### config.mk
export PLATFORM = sky130hd
export DESIGN_NAME = cell_array_seq_flat
export DESIGN_NICKNAME = d
export VERILOG_FILES = /design/src/rtl/cell_array_seq_if.sv /design/src/rtl/cell_array_seq.sv /design/src/flat_wrapper.sv
export SDC_FILE = /design/constraint.sdc
export NUM_CORES = 1
export LEC_CHECK = 0
export BUFFER_PORTS_ARGS = -buffer_cell sky130_fd_sc_hd__buf_2
export CELL_PAD_IN_SITES_DETAIL_PLACEMENT = 1
export CELL_PAD_IN_SITES_GLOBAL_PLACEMENT = 1
export CORE_ASPECT_RATIO = 0.7
export CORE_UTILIZATION = 35
export CTS_CLUSTER_SIZE = 10
export DETAILED_ROUTE_END_ITERATION = 6
export PLACE_DENSITY = 0.85
export SLEW_MARGIN = 10
export SYNTH_ARGS = -nofsm -noshare
export SYNTH_HDL_FRONTEND = slang
export SYNTH_SLANG_ARGS = --single-unit
### constraint.sdc
create_clock -name clk_in -period 2.65 [get_ports clk_in]
set_input_delay 0.3975 -clock clk_in [delete_from_list [all_inputs] [get_ports clk_in]]
set_output_delay 0.3975 -clock clk_in [all_outputs]
set_load 0.02 [all_outputs]
### src/rtl/cell_array_seq_if.sv
// cell_array_seq_if: host-side config/run handshake bundle for cell_array_seq.
interface cell_array_seq_if #(
  parameter int DIMX        = 64,
  parameter int PORT_WIDTH  = 32,
  parameter int COUNTER_BIT = 16
);
  logic                   cfg_start;
  logic                   cfg_valid;
  logic [PORT_WIDTH-1:0]  cfg_data;
  logic                   cfg_ready;
  logic                   cfg_done;
  logic                   run_start;
  logic [COUNTER_BIT-1:0] run_cycles;
  logic [DIMX-1:0]        io_in;
  logic                   abort;
  logic                   busy;
  logic                   run_done;
  logic [DIMX-1:0]        io_out;
  logic [PORT_WIDTH-1:0]  cfg_sum;
  modport master (
    output cfg_start, cfg_valid, cfg_data, run_start, run_cycles, io_in, abort,
    input  cfg_ready, cfg_done, busy, run_done, io_out, cfg_sum
  );
  modport slave (
    input  cfg_start, cfg_valid, cfg_data, run_start, run_cycles, io_in, abort,
    output cfg_ready, cfg_done, busy, run_done, io_out, cfg_sum
  );
endinterface

### src/rtl/cell_array_seq.sv
// cell_array_seq: streams config words into a cell array, runs it for a counted number of
// clock-enabled cycles and snapshots its output; CELL_SEQ_CHECKSUM_EN adds a config checksum.
module cell_array_seq #(
  parameter int DIMX        = 64,
  parameter int DIMY        = 64,
  parameter int PORT_WIDTH  = 32,
  parameter int CELL_BITS   = 4,
  parameter int COUNTER_BIT = 16,
  parameter int SLOTS       = DIMX * DIMY * CELL_BITS / PORT_WIDTH,
  parameter int SLOT_AW     = SLOTS > 1 ? $clog2(SLOTS) : 1
) (
  input  logic                  clk_in,
  input  logic                  rst,
  cell_array_seq_if.slave       host,
  output logic [SLOT_AW-1:0]    arr_slot,
  output logic                  arr_slot_we,
  output logic [PORT_WIDTH-1:0] arr_ram_data,
  output logic [DIMX-1:0]       arr_in,
  output logic                  arr_clk_en,
  input  logic [DIMX-1:0]       arr_out
);
  typedef enum logic [1:0] {IDLE, LOAD, RUN, CAPTURE} state_t;
  state_t                 state;
  logic [SLOT_AW-1:0]     ptr;
  logic [COUNTER_BIT-1:0] cnt;
  logic                   accept;
  logic                   last;
  assign host.cfg_ready = state == LOAD;
  assign accept = host.cfg_ready && host.cfg_valid && !host.abort;
  assign last = ptr == SLOT_AW'(SLOTS - 1);
  always_ff @(posedge clk_in or negedge rst)
    if (!rst) begin
      state         <= IDLE;
      ptr           <= '0;
      cnt           <= '0;
      arr_slot      <= '0;
      arr_slot_we   <= 1'b0;
      arr_ram_data  <= '0;
      arr_in        <= '0;
      arr_clk_en    <= 1'b0;
      host.busy     <= 1'b0;
      host.cfg_done <= 1'b0;
      host.run_done <= 1'b0;
      host.io_out   <= '0;
    end else begin
      arr_slot_we   <= 1'b0;
      host.cfg_done <= 1'b0;
      host.run_done <= 1'b0;
      // abort outranks every in-flight action, including a same-cycle word or capture
      if (state != IDLE && host.abort) begin
        state      <= IDLE;
        host.busy  <= 1'b0;
        arr_clk_en <= 1'b0;
      end else
        case (state)
          IDLE:
            if (host.cfg_start) begin
              state     <= LOAD;
              host.busy <= 1'b1;
              ptr       <= '0;
            end else if (host.run_start) begin
              arr_in     <= host.io_in;
              cnt        <= host.run_cycles;
              host.busy  <= 1'b1;
              state      <= host.run_cycles != '0 ? RUN : CAPTURE;
              arr_clk_en <= host.run_cycles != '0;
            end
          LOAD:
            if (accept) begin
              arr_slot     <= ptr;
              arr_ram_data <= host.cfg_data;
              arr_slot_we  <= 1'b1;
              ptr          <= ptr + 1'b1;
              if (last) begin
                host.cfg_done <= 1'b1;
                host.busy     <= 1'b0;
                state         <= IDLE;
              end
            end
          RUN: begin
            cnt <= cnt - 1'b1;
            if (cnt == COUNTER_BIT'(1)) begin
              state      <= CAPTURE;
              arr_clk_en <= 1'b0;
            end
          end
          CAPTURE: begin
            host.io_out   <= arr_out;
            host.run_done <= 1'b1;
            host.busy     <= 1'b0;
            state         <= IDLE;
          end
        endcase
    end
`ifdef CELL_SEQ_CHECKSUM_EN
  always_ff @(posedge clk_in or negedge rst)
    if (!rst) host.cfg_sum <= '0;
    else if (state == IDLE && host.cfg_start) host.cfg_sum <= '0;
    else if (accept) host.cfg_sum <= host.cfg_sum + host.cfg_data;
`else
  assign host.cfg_sum = '0;
`endif
endmodule

### src/flat_wrapper.sv
// flat-port wrapper written by rule: the top's interface ports become plain ports
module cell_array_seq_flat 
#(
  parameter int DIMX        = 64,
  parameter int DIMY        = 64,
  parameter int PORT_WIDTH  = 32,
  parameter int CELL_BITS   = 4,
  parameter int COUNTER_BIT = 16,
  parameter int SLOTS       = DIMX * DIMY * CELL_BITS / PORT_WIDTH,
  parameter int SLOT_AW     = SLOTS > 1 ? $clog2(SLOTS) : 1
)
  (clk_in, rst, arr_slot, arr_slot_we, arr_ram_data, arr_in, arr_clk_en, arr_out, host_cfg_start, host_cfg_valid, host_cfg_data, host_run_start, host_run_cycles, host_io_in, host_abort, host_cfg_ready, host_cfg_done, host_busy, host_run_done, host_io_out, host_cfg_sum);
  cell_array_seq_if #(.DIMX(DIMX), .PORT_WIDTH(PORT_WIDTH), .COUNTER_BIT(COUNTER_BIT)) host_i ();
  input  logic clk_in;
  input  logic rst;
  output logic [SLOT_AW-1:0] arr_slot;
  output logic arr_slot_we;
  output logic [PORT_WIDTH-1:0] arr_ram_data;
  output logic [DIMX-1:0] arr_in;
  output logic arr_clk_en;
  input  logic [DIMX-1:0] arr_out;
  input wire logic [$bits(host_i.cfg_start)-1:0] host_cfg_start;
  input wire logic [$bits(host_i.cfg_valid)-1:0] host_cfg_valid;
  input wire logic [$bits(host_i.cfg_data)-1:0] host_cfg_data;
  input wire logic [$bits(host_i.run_start)-1:0] host_run_start;
  input wire logic [$bits(host_i.run_cycles)-1:0] host_run_cycles;
  input wire logic [$bits(host_i.io_in)-1:0] host_io_in;
  input wire logic [$bits(host_i.abort)-1:0] host_abort;
  output wire logic [$bits(host_i.cfg_ready)-1:0] host_cfg_ready;
  output wire logic [$bits(host_i.cfg_done)-1:0] host_cfg_done;
  output wire logic [$bits(host_i.busy)-1:0] host_busy;
  output wire logic [$bits(host_i.run_done)-1:0] host_run_done;
  output wire logic [$bits(host_i.io_out)-1:0] host_io_out;
  output wire logic [$bits(host_i.cfg_sum)-1:0] host_cfg_sum;
  assign host_i.cfg_start = host_cfg_start;
  assign host_i.cfg_valid = host_cfg_valid;
  assign host_i.cfg_data = host_cfg_data;
  assign host_i.run_start = host_run_start;
  assign host_i.run_cycles = host_run_cycles;
  assign host_i.io_in = host_io_in;
  assign host_i.abort = host_abort;
  assign host_cfg_ready = host_i.cfg_ready;
  assign host_cfg_done = host_i.cfg_done;
  assign host_busy = host_i.busy;
  assign host_run_done = host_i.run_done;
  assign host_io_out = host_i.io_out;
  assign host_cfg_sum = host_i.cfg_sum;
  cell_array_seq #(.DIMX(DIMX), .DIMY(DIMY), .PORT_WIDTH(PORT_WIDTH), .CELL_BITS(CELL_BITS), .COUNTER_BIT(COUNTER_BIT), .SLOTS(SLOTS), .SLOT_AW(SLOT_AW)) u_core (.clk_in(clk_in), .rst(rst), .host(host_i), .arr_slot(arr_slot), .arr_slot_we(arr_slot_we), .arr_ram_data(arr_ram_data), .arr_in(arr_in), .arr_clk_en(arr_clk_en), .arr_out(arr_out));
endmodule
## Word-level counts from Yosys, hierarchy flattened

Cells that the tools add are included.

| storage, ports and cells | value |
|---|---|
| bits in registers | 201 |
| latch bits | 0 |
| memory bits (writable) | 0 |
| memory bits (read-only) | 0 |
| input port bits | 182 |
| output and inout bits | 207 |
| logic and storage cells | 84 |
| memories | 0 |

| cells by class | value |
|---|---|
| $add $sub $neg | 2 |
| multipliers | 0 |
| divide/modulo/power cells | 0 |
| magnitude comparators | 0 |
| equality and inequality tests | 15 |
| shift-type cells | 0 |
| mux-type cells | 34 |
| bitwise logic cells | 2 |
| reductions and logical operators | 19 |

Operators by type and width:

| operator | number |
|---|---|
| 16-bit two-way mux | 2 |
| 16-bit case mux with 2 select lines | 1 |
| 4-bit AND reduction | 6 |
| 1-bit two-way mux | 19 |
| 9-bit two-way mux | 2 |
| 9-bit case mux with 2 select lines | 1 |
| 16-bit by 1-bit equality test with 1-bit output (second input constant) | 1 |
| 16-bit nonzero test | 1 |
| 16-bit by 1-bit subtractor with 16-bit output (second input constant) | 1 |
| 2-bit two-way mux | 6 |
| 9-bit by 1-bit adder with 9-bit output (second input constant) | 1 |
| 9-bit equality test (second input constant) | 1 |
| 2-bit inequality test (second input constant) | 4 |
| 2-bit case mux with 4 select lines | 1 |
| 3-bit by 2-bit inequality test with 1-bit output (second input constant) | 2 |
| 3-bit inequality test (second input constant) | 2 |
| 2-bit nonzero test | 3 |
| 2-bit equality test (second input constant) | 2 |
| 4-bit by 3-bit inequality test with 1-bit output (second input constant) | 1 |
| 4-bit nonzero test | 1 |
| 1-bit logical AND | 3 |
| 3-bit by 1-bit inequality test with 1-bit output (second input constant) | 1 |
| 1-bit case mux with 3 select lines | 1 |
| 3-bit AND reduction | 1 |
| 7 further kinds | 8 |

## Logic depth before layout (Yosys ltp)

Gate-level depths: netlist (run 1).

| logic depth | value |
|---|---|
| depth after elaboration | 6 |
| gate-level depth with buffers | 9 |
| depth with buffers taken out | 9 |

## Worst setup path before layout (run 1)

No wires, ideal clock.

| timing path | value |
|---|---|
| kind | register -> register |
| start | register u_core.state[1] |
| end | register u_core.host.io_out[14] |
| setup time | 0.125 ns |
| data arrival time | 2.171 ns |
| data required time | 2.525 ns |
| slack | 0.354 ns |
| stages on the path, launching flop included | 9 |
| buffers on the path | 3 |
| clock period less this slack | 2.296 ns |
| cell sequence | dfrtp_1 -> inv_1 -> ha_1 -> clkbuf_1 -> nand2b_1 -> nand2_1 -> clkbuf_1 -> clkbuf_1 -> mux2_2 |

| on the way | value |
|---|---|
| longest elaborated chain between the ends | 4 |
| elaborated cells on any way between the ends | 5 |
| those cells by class | 1 x eq/ne; 1 x bitwise; 3 x reduce/logical |

Ends and longest elaborated chain:

| what | RTL line | text |
|---|---|---|
| start, declared | cell_array_seq.sv:23 | `state_t state;` |
| start signal, assigned | cell_array_seq.sv:65 | `state <= host.run_cycles != '0 ? RUN : CAPTURE;` |
| 2-bit nonzero test | cell_array_seq.sv:50 | `if (state != IDLE && host.abort) begin` |
| 1-bit logical AND | cell_array_seq.sv:50 |  |
| 1-bit NOT (no source line) | - |  |
| 2-bit AND reduction (no source line) * | - |  |
| end signal, assigned | cell_array_seq.sv:88 | `host.io_out <= arr_out;` |
| end, declared | cell_array_seq_if.sv:26 | `output cfg_ready, cfg_done, busy, run_done, io_out, cfg_sum` |

Mark *: on every way between the ends. The rest lies on a longest branch, timed or not.
A chain may end at the register's enable or synchronous reset.

## Worst setup path in the final report (run 1)

| timing path | value |
|---|---|
| start | register u_core.ptr[0] |
| end | register u_core.state[0] |

| on the way | value |
|---|---|
| longest elaborated chain between the ends | 3 |

Ends and longest elaborated chain:

| what | RTL line | text |
|---|---|---|
| start, declared | cell_array_seq.sv:24 | `logic [SLOT_AW-1:0] ptr;` |
| start signal, assigned | cell_array_seq.sv:73 | `ptr <= ptr + 1'b1;` |
| 9-bit equality test | cell_array_seq.sv:30 | `assign last = ptr == SLOT_AW'(SLOTS - 1);` |
| 3-bit inequality test (no source line) | - |  |
| 4-bit AND reduction (no source line) | - |  |

No other way between the ends.

==> impl_results.md, run 1 <==
- Status: completed
- Register area share after synthesis: 0.596
- Row count: 47
- Final setup viols: 0
- Vias per inst: approximately 4.8
- Yosys top cell by area: dfrtp_1
- Post CTS Setup Buffer Count: 0
- Total congestion overflow: 0
- Lkg Pwr: slightly below 0.006 uW
- Syn_area_per_cell: approximately 12 um^2
- Fmax: around 0.43 GHz
- Crit path max fanout: 5
- Final Instance Area: around 11000 um^2
- Final worst slack: 0.306 ns
- Max-Cap Viols: 0
- Slowest CP cell: dfrtp_1
- Layout Skew: between 0.009 and 0.01 ns
- Async set-reset flop share out of synthesis: 1.00
- Drt total wl: ~25000 um
- Setup CP Type: register to register
- Post-synth EDFFs: 0
- Multi-input logic area: around 3100 um^2
- Netlist cell types: 44
- CP bufs+invs: 0
- Share of the synthesized area in the top cell type: 0.596
- Routed len/inst: 18.2 um
- FILL cells: 2665
- Reg2reg path depth: 9
- Final Non-Filler Cells: 1384
- GRT Util Overall: 0.200
- Final ANT Viol Nets: 0
- Most frequent cells in the layout: 355 x buf_2, 201 x dfrtp_1, 148 x nand2_1
- DR iter-0 viols: roughly 260
- Hold Vio Cnt, Final: 0
- Warnings from Yosys: 0
- CTS tree: yes
- Clock buffer depth: 3
- Layout cells sized above 1: 0.510
- Vias: between 6000 and 7000
- Top_reg_cell synth: dfrtp_1
- Largest delay share family, worst path: simple AND/OR/NAND/NOR gates
- P&R area growth vs syn: 33.2%
- Hold/Removal Path Class: primary input to register
- Worst endpoint required time: 3.04 ns
- Largest net degree at the start of global routing: between 60 and 70
- Mapped Cells: between 600 and 700
- Number of global-route vias before repair: 7161
- PortBufs: approximately 360
- DIE WIDTH: between 150 and 200 um
- Clk_lat worst skew: 0.50 ns
- Synth top area cells: dfrtp_1 60%, mux2_2 17%, nand2_1 6.7%
- Htree depth: 1
- Nets: 1250
- Dpl cell area: approximately 11000 um^2
- Dpl cells: 1350
- Clock slew at reported path FFs: ~0.060 ns
- DRC: 0
- Core area: approximately 24000 um^2
- Commonest non-fill, non-tap cell in the layout: buf_2
- CTS Root Cell: clkbuf_16
- Half-perimeter wire length after placement: about 19000 um
- Die Area: around 25000 um^2
- Antenna violations before repair: 4
- Max Slew Vio Count: 0
- Die Y: between 100 and 150 um
- Ports: roughly 390
- Clock sinks: between 200 and 250
- Unrepaired setup endpoints after global routing: false
- Crit share post-route: 0.885
- Initial Utilization: 0.357
- Register area: ~5000 um^2
- DR pass1 iterations: 4
- Critical Path Source Type: register
- Cts bufs inserted: 24
- Pwr dens: between 1000 and 1500 nW/um^2
- Setup TNS Final: 0 ns
- Final Wtd Congestion: approximately 0.8
- WP depth: 9
- Pre-CTS WS: between 0.3 and 0.4 ns
- Post-synthesis instance area: 8440 um^2
- Max incr delay on CP: 0.41 ns
- Worst hold slack: a little over 0.09 ns
- Minimum clock period: roughly 2.3 ns
- Hold Path Depth: 3
- Worst EP arrival: between 2 and 3 ns
- Crit-path cells: ha_1 > nand3_1 > or2_2 > nor2_1 > ha_1 > nand3_1 > a31oi_1 > nand2_1 > mux2_2
- First-pass GRT wire length: a little under 40000 um
- Peak VDD IR: a little under 0.7 mV
- Synthesis-stage register bit count: 201
- Setup crit end kind: register
==> path summary, 6_finish.rpt <==
check / end / startpoint / slack (ns)
max in group asynchronous: u_core.arr_in[63] / rst / 1.39
max reg2reg: u_core.state[0] / u_core.ptr[0] / 0.31
max: u_core.state[0] / u_core.ptr[0] / 0.31
min reg2reg: u_core.arr_ram_data[9] / u_core.arr_ram_data[9] / 0.47
min: u_core.arr_ram_data[5] / host_cfg_data[5] / 0.09
min in group asynchronous: u_core.cnt[15] / rst / 0.41
==> what timing repair did <==
action | 4_1_cts | 5_1_grt
resized for setup | 0 | 0
endpoints found under the hold margin | 40 | 0
hold buffers | 1 | 0
==> sequential cells by signal, summed over array words and instances (netlist names) <==
signal / count
u_core.arr_clk_en: 1
u_core.arr_in: 64
u_core.arr_ram_data: 32
u_core.arr_slot: 9
u_core.arr_slot_we: 1
u_core.cnt: 16
u_core.host.busy: 1
u_core.host.cfg_done: 1
u_core.host.io_out: 64
u_core.host.run_done: 1
u_core.ptr: 9
u_core.state: 2
==> per-layer routing <==
layer  GRT usage  up-vias  part of all wire
li1            -     3031                 -
met1       0.242     3280              0.40
met2       0.347      258              0.49
met3      0.0508       55             0.069
met4      0.0718        0             0.034
met5           0        -                 0
==> cell type report <==
type | instances | area share
Clock inverter | 1 | 0.00267
Tap cell | 318 | 0.0354
Inverter | 9 | 0.00300
Antenna cell | 4 | 0.000890
Timing Repair Buffer | 371 | 0.174
Clock buffer | 28 | 0.0584
Sequential cell | 201 | 0.447
Multi-Input combinational cell | 452 | 0.279
==> Yosys cell counts, drive strengths merged (2+ instances only) <==
cell / instances
a21o: 5
a21oi: 21
a22o: 7
buf: 33
clkbuf: 33
dfrtp: 201
ha: 9
inv: 8
mux2: 131
mux2i: 7
nand2: 150
nand2b: 10
nand3: 8
nor2: 6
nor2b: 2
nor3: 5
nor4: 7
o21ai: 14
o22ai: 11
o311ai: 2
o31ai: 2
or2: 3
or3: 2
or4: 5
==> stage by stage <==
step	utilization	total power (uW)
floorplan	-	9330
global placement	0.446	11400
detailed placement	0.446	11700
CTS	0.476	14800
global route	0.476	15500
finish	0.476	14700
==> kinds of logic (layout without fill, tap and decap cells) <==
| kind of cell | after synthesis | count (layout) | synth area share |
|---|---|---|---|
| compound gates | 68 | 68 | 0.0523 |
| fa+ha+maj | 9 | 9 | 0.0133 |
| buf+inv | 75 | 409 | 0.0476 |
| flops | 201 | 201 | 0.596 |
| mux | 138 | 138 | 0.183 |
| other cells | 1 | 36 | 0.000444 |
| simple gates | 205 | 205 | 0.107 |
==> power breakdown <==
| group | switching [uW] | internal [uW] | total, uW |
|---|---|---|---|
| clock network | 1170 | 1810 | 2980 |
| logic | 3790 | 2500 | 6290 |
| registers | 879 | 4530 | 5410 |
==> worst reg2reg max path, stage by stage, from the launching register on <==
cell     delay, ns
dfrtp_1       0.41
ha_1          0.23
nand3_1       0.14
or2_2         0.35
nor2_1        0.12
ha_1          0.18
nand3_1       0.08
a31oi_1       0.30
nand2_1       0.15
mux2_2        0.28
No activity file was read; power rests on OpenSTA's default activity.
==> run 2: changes to the inputs <==
--- a/config.mk
+++ b/config.mk
@@ -5,6 +5,7 @@
 export SDC_FILE = /design/constraint.sdc
 export NUM_CORES = 1
 export LEC_CHECK = 0
+export ABC_AREA = 1
 export BUFFER_PORTS_ARGS = -buffer_cell sky130_fd_sc_hd__buf_2
 export CELL_PAD_IN_SITES_DETAIL_PLACEMENT = 1
 export CELL_PAD_IN_SITES_GLOBAL_PLACEMENT = 1
@@ -12,7 +13,7 @@
 export CORE_UTILIZATION = 35
 export CTS_CLUSTER_SIZE = 10
 export DETAILED_ROUTE_END_ITERATION = 6
-export PLACE_DENSITY = 0.85
+export PLACE_DENSITY = 0.88
 export SLEW_MARGIN = 10
 export SYNTH_ARGS = -nofsm -noshare
 export SYNTH_HDL_FRONTEND = slang
==> constraint.sdc (replaced) <==
create_clock -name clk_in -period 2.8 [get_ports clk_in]
set_input_delay 0.42 -clock clk_in [delete_from_list [all_inputs] [get_ports clk_in]]
set_output_delay 0.42 -clock clk_in [all_outputs]
set_load 0.02 [all_outputs]
==> impl_results.md, run 2 <==
- Most frequent cells in the layout: 409 x nand2_1, 355 x buf_2, 201 x dfrtp_1
- Synth top area cells: dfrtp_1 58%, nand2_1 18%, mux2_1 7.8%
- Crit path max fanout: 18
- DR iter-0 viols: between 200 and 300
- Ports: around 390
- Syn_area_per_cell: roughly 9 um^2
- Worst hold slack: approximately 0.11 ns
- Final ANT Viol Nets: 0
- Max-Cap Viols: 0
- Peak VDD IR: just under 0.6 mV
- CTS tree: yes
- Warnings from Yosys: 0
- Top_reg_cell synth: dfrtp_1
- Setup TNS Final: 0 ns
- Multiplexer share of the synthesized area: 0.0831
- Status: completed
- Worst Hold Launch: host_cfg_data[29]
- Simple-gate area share of the yosys netlist: 0.224
- Routed len/inst: ~17 um
- Clock buffer depth: 3
- Synth Area in Compound Gates: 0.0322
- Worst hold endpoint: u_core.arr_ram_data[29]
- Clk_lat worst skew: 0.50 ns
- Worst EP arrival: ~2.7 ns
- Most frequent cells after synthesis: 409 x nand2_1, 201 x dfrtp_1, 60 x mux2_1
- DR pass1 iterations: 4
- Post-layout util: 0.477
- Die Area: 25400 um^2
- Netlist cell types: 27
- Core area: roughly 24000 um^2
- Clock sinks: around 200
- WP depth: 10
- Post-synth EDFFs: 0
- Critical Path Source Type: register
- Slew at the pin closest to its max-slew limit: 1.01 ns
- Register area share after synthesis: 0.580
- Worst reg2reg path endpoint: u_core.cnt[8]
- CP bufs+invs: 3
- XOR/XNOR Fraction of Synth Area: 0
- Slew headroom: 0.328
- Hold Vio Cnt, Final: 0
- Worst endpoint required time: 3.19 ns
- DRC: 0
- Clock slew at reported path FFs: 0.06 ns
- Share of the synthesized area in the top cell type: 0.580
- Crit share post-route: 0.812
- Largest delay share family, worst path: simple AND/OR/NAND/NOR gates
- Vias per inst: 4.65
- Number of global-route vias before repair: a little under 8000
- Mapped Cells: between 900 and 1000
- DIE WIDTH: 190 um
- Layout Skew: 0.00672 ns
- Row count: 47
- Reg-to-reg critical path startpoint: u_core.state[1]
- Crit-path cells: inv_1 > ha_1 > nor2_1 > nor2_1 > nand2_2 > inv_2 > o21ai_0 > nand2_1 > o21ai_0 > inv_1
- Antenna violations before repair: 1
- Layout cells sized above 1: 0.314
- Reg2reg setup slack: approximately 0.53 ns
- Synthesis-stage register bit count: around 200
- Nets: around 1500
- Adder-cell area share of the yosys netlist: 0.0130
- Pwr dens: around 1200 nW/um^2
- Async set-reset flop share out of synthesis: 1.00
- Commonest non-fill, non-tap cell in the layout: nand2_1
- Htree depth: 1
- First-pass GRT wire length: between 40000 and 50000 um
- Dpl cells: 1594
- Hold/Removal Path Class: primary input to register
- Reg2reg path depth: 10
- Largest net degree at the start of global routing: 70
- Final Wtd Congestion: approximately 0.84
- Register area: about 5000 um^2
- Drt total wl: approximately 28000 um
- Multi-input logic area: 3190 um^2
- Setup CP Type: register to register
- Final Non-Filler Cells: around 1600
- Largest regs: u_core.arr_in x64, u_core.host.io_out x64, u_core.arr_ram_data x32
- Slowest CP cell: dfrtp_1
- P&R area growth vs syn: 31.8%
- Max Slew Vio Count: 0
- Final setup viols: 0
- Largest family of logic cells by synthesized area: simple AND/OR/NAND/NOR gates
- Lkg Pwr: roughly 0.0063 uW
- Unrepaired setup endpoints after global routing: false
- CTS Root Cell: clkbuf_16
- Fmax: ~0.44 GHz
- Post-synthesis instance area: 8680 um^2
- Minimum clock period: roughly 2.3 ns
- Cts bufs inserted: 24
- Initial Utilization: 0.362
- Setup crit end kind: register
- GRT Util Overall: 0.217
- Yosys top cell by area: dfrtp_1
- PortBufs: about 360
- Hold Path Depth: 3
- Post-cts resize count: 0
- Total congestion overflow: 0
- Count leader, synth: nand2_1
- Half-perimeter wire length after placement: about 21000 um
- Vias: 7569
- Max incr delay on CP: about 0.43 ns
- FILL cells: about 3000
- Die Y: around 130 um
## run 2: cell types whose count changed after synthesis, moves of 10 or more
cell / previous run / this run
nand2b_1: 10 / 0
inv_1: 8 / 44
buf_2: 0 / 23
nand2_1: 150 / 409
nor2_1: 6 / 54
clkbuf_1: 33 / 9
mux2_2: 130 / 4
o21ai_0: 14 / 32
nand3_1: 8 / 25
mux2_1: 0 / 60
## run 2: final cells by class
| cell class | count | share of cell area |
|---|---|---|
| diodes | 2 | 0.000438 |
| flip-flops and latches | 201 | 0.440 |
| well taps | 318 | 0.0348 |
| multi-input cells | 658 | 0.279 |
| clock buffers | 28 | 0.0575 |
| clock inverters | 1 | 0.00263 |
| repair buffers | 370 | 0.170 |
| inverters | 48 | 0.0158 |
## run 2: what timing repair did
action | in CTS | in global routing
hold buffers | 1 | 0
buffers inserted | 0 | 0
endpoints found under the hold margin | 63 | 0
## run 2: cells by family (layout without fill, tap and decap cells)
group                    Yosys count  in the layout
multiplexers                      64             64
other                              1             34
flip-flops                       201            201
AND/OR/NAND/NOR                  500            500
AO/OA/AOI/OAI                     53             53
adder cells (fa/ha/maj)            9              9
buffers and inverters            114            447
## run 2: per-layer routing
layer / vias up / part of all wire / GRT usage / wire length [um]
met5: - / 0 / 0 / 0
met4: 0 / 0.021 / 0.0498 / 589
met3: 34 / 0.064 / 0.0508 / 1810
met2: 259 / 0.51 / 0.385 / 14200
met1: 3687 / 0.41 / 0.268 / 11500
li1: 3589 / - / - / -
## run 2: worst max-delay path by stage
stage                    startpoint                      end  slack, ns
floorplan           u_core.state[1]            u_core.ptr[5]       1.01
global placement    u_core.state[1]            u_core.cnt[8]       0.70
detailed placement  u_core.state[1]  u_core.arr_ram_data[20]       0.51
CTS                 u_core.state[1]  u_core.arr_ram_data[20]       0.50
global route        u_core.state[1]   u_core.arr_ram_data[5]       0.28
finish              u_core.state[1]            u_core.cnt[8]       0.53
## run 2: tightest hold or removal path, cell delays in order
cell and delay, ns:
buf_2 0.07, nand2_1 0.04, nand2_1 0.04
## run 2: stage by stage
step	instance area [um^2]	power, uW	setup WS, ns
5_1_grt	11400	14500	0.283
3_5_place_dp	10700	10800	0.505
3_3_place_gp	10700	10400	0.700
4_1_cts	11400	13800	0.501
2_1_floorplan	8790	8520	1.01
6_report	11400	13600	0.525
## run 2: power by group
group          internal (uW)  total [uW]  switching (uW)  leakage, uW
registers               4200        5010             808      0.00250
logic                   1880        5740            3860      0.00351
clock network           1710        2850            1140     0.000338
==> run 3: changes to the inputs <==
--- a/config.mk
+++ b/config.mk
@@ -10,10 +10,10 @@
 export CELL_PAD_IN_SITES_DETAIL_PLACEMENT = 1
 export CELL_PAD_IN_SITES_GLOBAL_PLACEMENT = 1
 export CORE_ASPECT_RATIO = 0.7
-export CORE_UTILIZATION = 35
+export CORE_UTILIZATION = 31
 export CTS_CLUSTER_SIZE = 10
 export DETAILED_ROUTE_END_ITERATION = 6
-export PLACE_DENSITY = 0.88
+export PLACE_DENSITY = 0.83
 export SLEW_MARGIN = 10
 export SYNTH_ARGS = -nofsm -noshare
 export SYNTH_HDL_FRONTEND = slang
==> constraint.sdc (replaced) <==
create_clock -name clk_in -period 1.85 [get_ports clk_in]
set_input_delay 0.2775 -clock clk_in [delete_from_list [all_inputs] [get_ports clk_in]]
set_output_delay 0.2775 -clock clk_in [all_outputs]
set_load 0.02 [all_outputs]
==> impl_results.md, run 3 (same netlist as run 2, synthesis figures left out) <==
- Status: completed
- Minimum clock period: 1.80 ns
- DIE WIDTH: slightly above 200 um
- Max Slew Vio Count: 0
- Lkg Pwr: roughly 0.0071 uW
- Die Area: 28700 um^2
- Critical Path Source Type: register
- Cts bufs inserted: 24
- Total congestion overflow: 0
- Ports: between 300 and 400
- Pwr dens: between 1500 and 2000 nW/um^2
- Layout cells sized above 1: 0.300
- Final ANT Viol Nets: 0
- Reg2reg path depth: 8
- Row count: 50
- Drt total wl: approximately 34000 um
- Worst endpoint required time: approximately 1.6 ns
- DRC: 0
- Number of global-route vias before repair: 9502
- Antenna violations before repair: 1
- Fmax: approximately 0.56 GHz
- Nets: ~1700
- Worst EP arrival: 1.52 ns
- Final Wtd Congestion: 0.843
- DR iter-0 viols: ~350
- Clock slew at reported path FFs: 0.06 ns
- Layout Skew: 0.0218 ns
- Hold Vio Cnt, Final: 0
- P&R area growth vs syn: 54.4%
- Setup crit end kind: output pin
- CTS Root Cell: clkbuf_16
- Half-perimeter wire length after placement: about 21000 um
- Final worst slack: about 0.05 ns
- Clock buffer depth: 3
- Largest regs: u_core.arr_in x64, u_core.host.io_out x64, u_core.arr_ram_data x32
- Hold/Removal Path Class: primary input to register
- FILL cells: roughly 3200
- Slew headroom: 0.646
- GRT Util Overall: 0.237
- Setup CP Type: register to output pin
- Crit share post-route: 0.974
- Slew at the pin closest to its max-slew limit: between 0.5 and 0.6 ns
- Clk_lat worst skew: about 0.53 ns
- Crit path max fanout: 4
- Largest net degree at the start of global routing: 75
- Commonest non-fill, non-tap cell in the layout: nand2_1
- Final setup viols: 0
- Htree depth: 1
- Unrepaired setup endpoints after global routing: true
- First-pass GRT wire length: about 53000 um
- DR pass1 iterations: 4
- Routed len/inst: between 15 and 20 um
- Setup TNS Final: 0 ns
- Vias: 8466
- Die Y: between 100 and 150 um
- Vias per inst: between 4 and 5
- Core area: between 20000 and 30000 um^2
- Pre-CTS WS: 0.00425 ns
- Clock sinks: around 200
- CTS tree: yes
- Initial Utilization: 0.320
- Most frequent cells in the layout: 409 x nand2_1, 354 x buf_2, 201 x dfrtp_1
- Max-Cap Viols: 0
- PortBufs: about 360
- Hold Path Depth: 3
- Peak VDD IR: slightly below 0.7 mV
[run 3: repair_timing]
action	in CTS	in global routing
gates cloned	0	0
setup endpoints to repair	20	67
resized for setup	3	20
hold endpoints to repair	360	0
hold buffers	160	0
pin swaps	0	1
setup buffers	0	2
[run 3: area by class of cell]
type	count	area, um^2	area share
multi-input combinational	658	3240	0.242
antenna	1	2.50	0.000187
clock buffer	28	636	0.0475
clock inverter	2	21.3	0.00159
tap	364	455	0.0340
inverter	48	186	0.0139
timing repair buffer	552	3820	0.285
sequential	201	5030	0.376
[run 3: worst max-delay path: stages, from the launching register on]
cell and delay, ns:
dfrtp_1 0.40, buf_6 0.13, ha_4 0.17, buf_4 0.14, buf_4 0.16
[run 3: report_power, final]
part           internal [uW]  switching [uW]  total (uW)
sequential              6370            1370        7740
combinational           3480            6380        9870
clock                   2390            1800        4190
total                  12200            9550       21800
[run 3: path summary, 6_finish.rpt]
check	start	endpoint	slack, ns
min in group asynchronous	rst	u_core.arr_ram_data[7]	0.14
max reg2reg	u_core.state[1]	u_core.arr_in[39]	0.06
max in group asynchronous	rst	u_core.arr_in[30]	1.10
max	u_core.state[0]	host_cfg_ready	0.05
min reg2reg	u_core.host.io_out[55]	u_core.host.io_out[55]	0.46
min	host_run_cycles[4]	u_core.cnt[4]	0.03
[run 3: metal layers]
layer,vias to the layer above,routed length [um],global-route usage
li1,3969,-,-
met1,4148,13900,0.282
met2,290,17400,0.426
met3,59,2020,0.0540
met4,0,1070,0.0722
met5,-,0,0
[run 3: metrics by stage]
step                std cells  power, uW  utilization  hold WS (ns)  instance area, um^2
CTS                      1851      21400        0.491       0.00355                13300
finish                   1854      21800        0.494        0.0332                13400
detailed placement       1661      16800        0.408         0.117                11000
global route             1854      23100        0.494        0.0289                13400
floorplan                 973      12900            -       -0.0181                 8790
global placement         1661      16300        0.408         0.117                11000
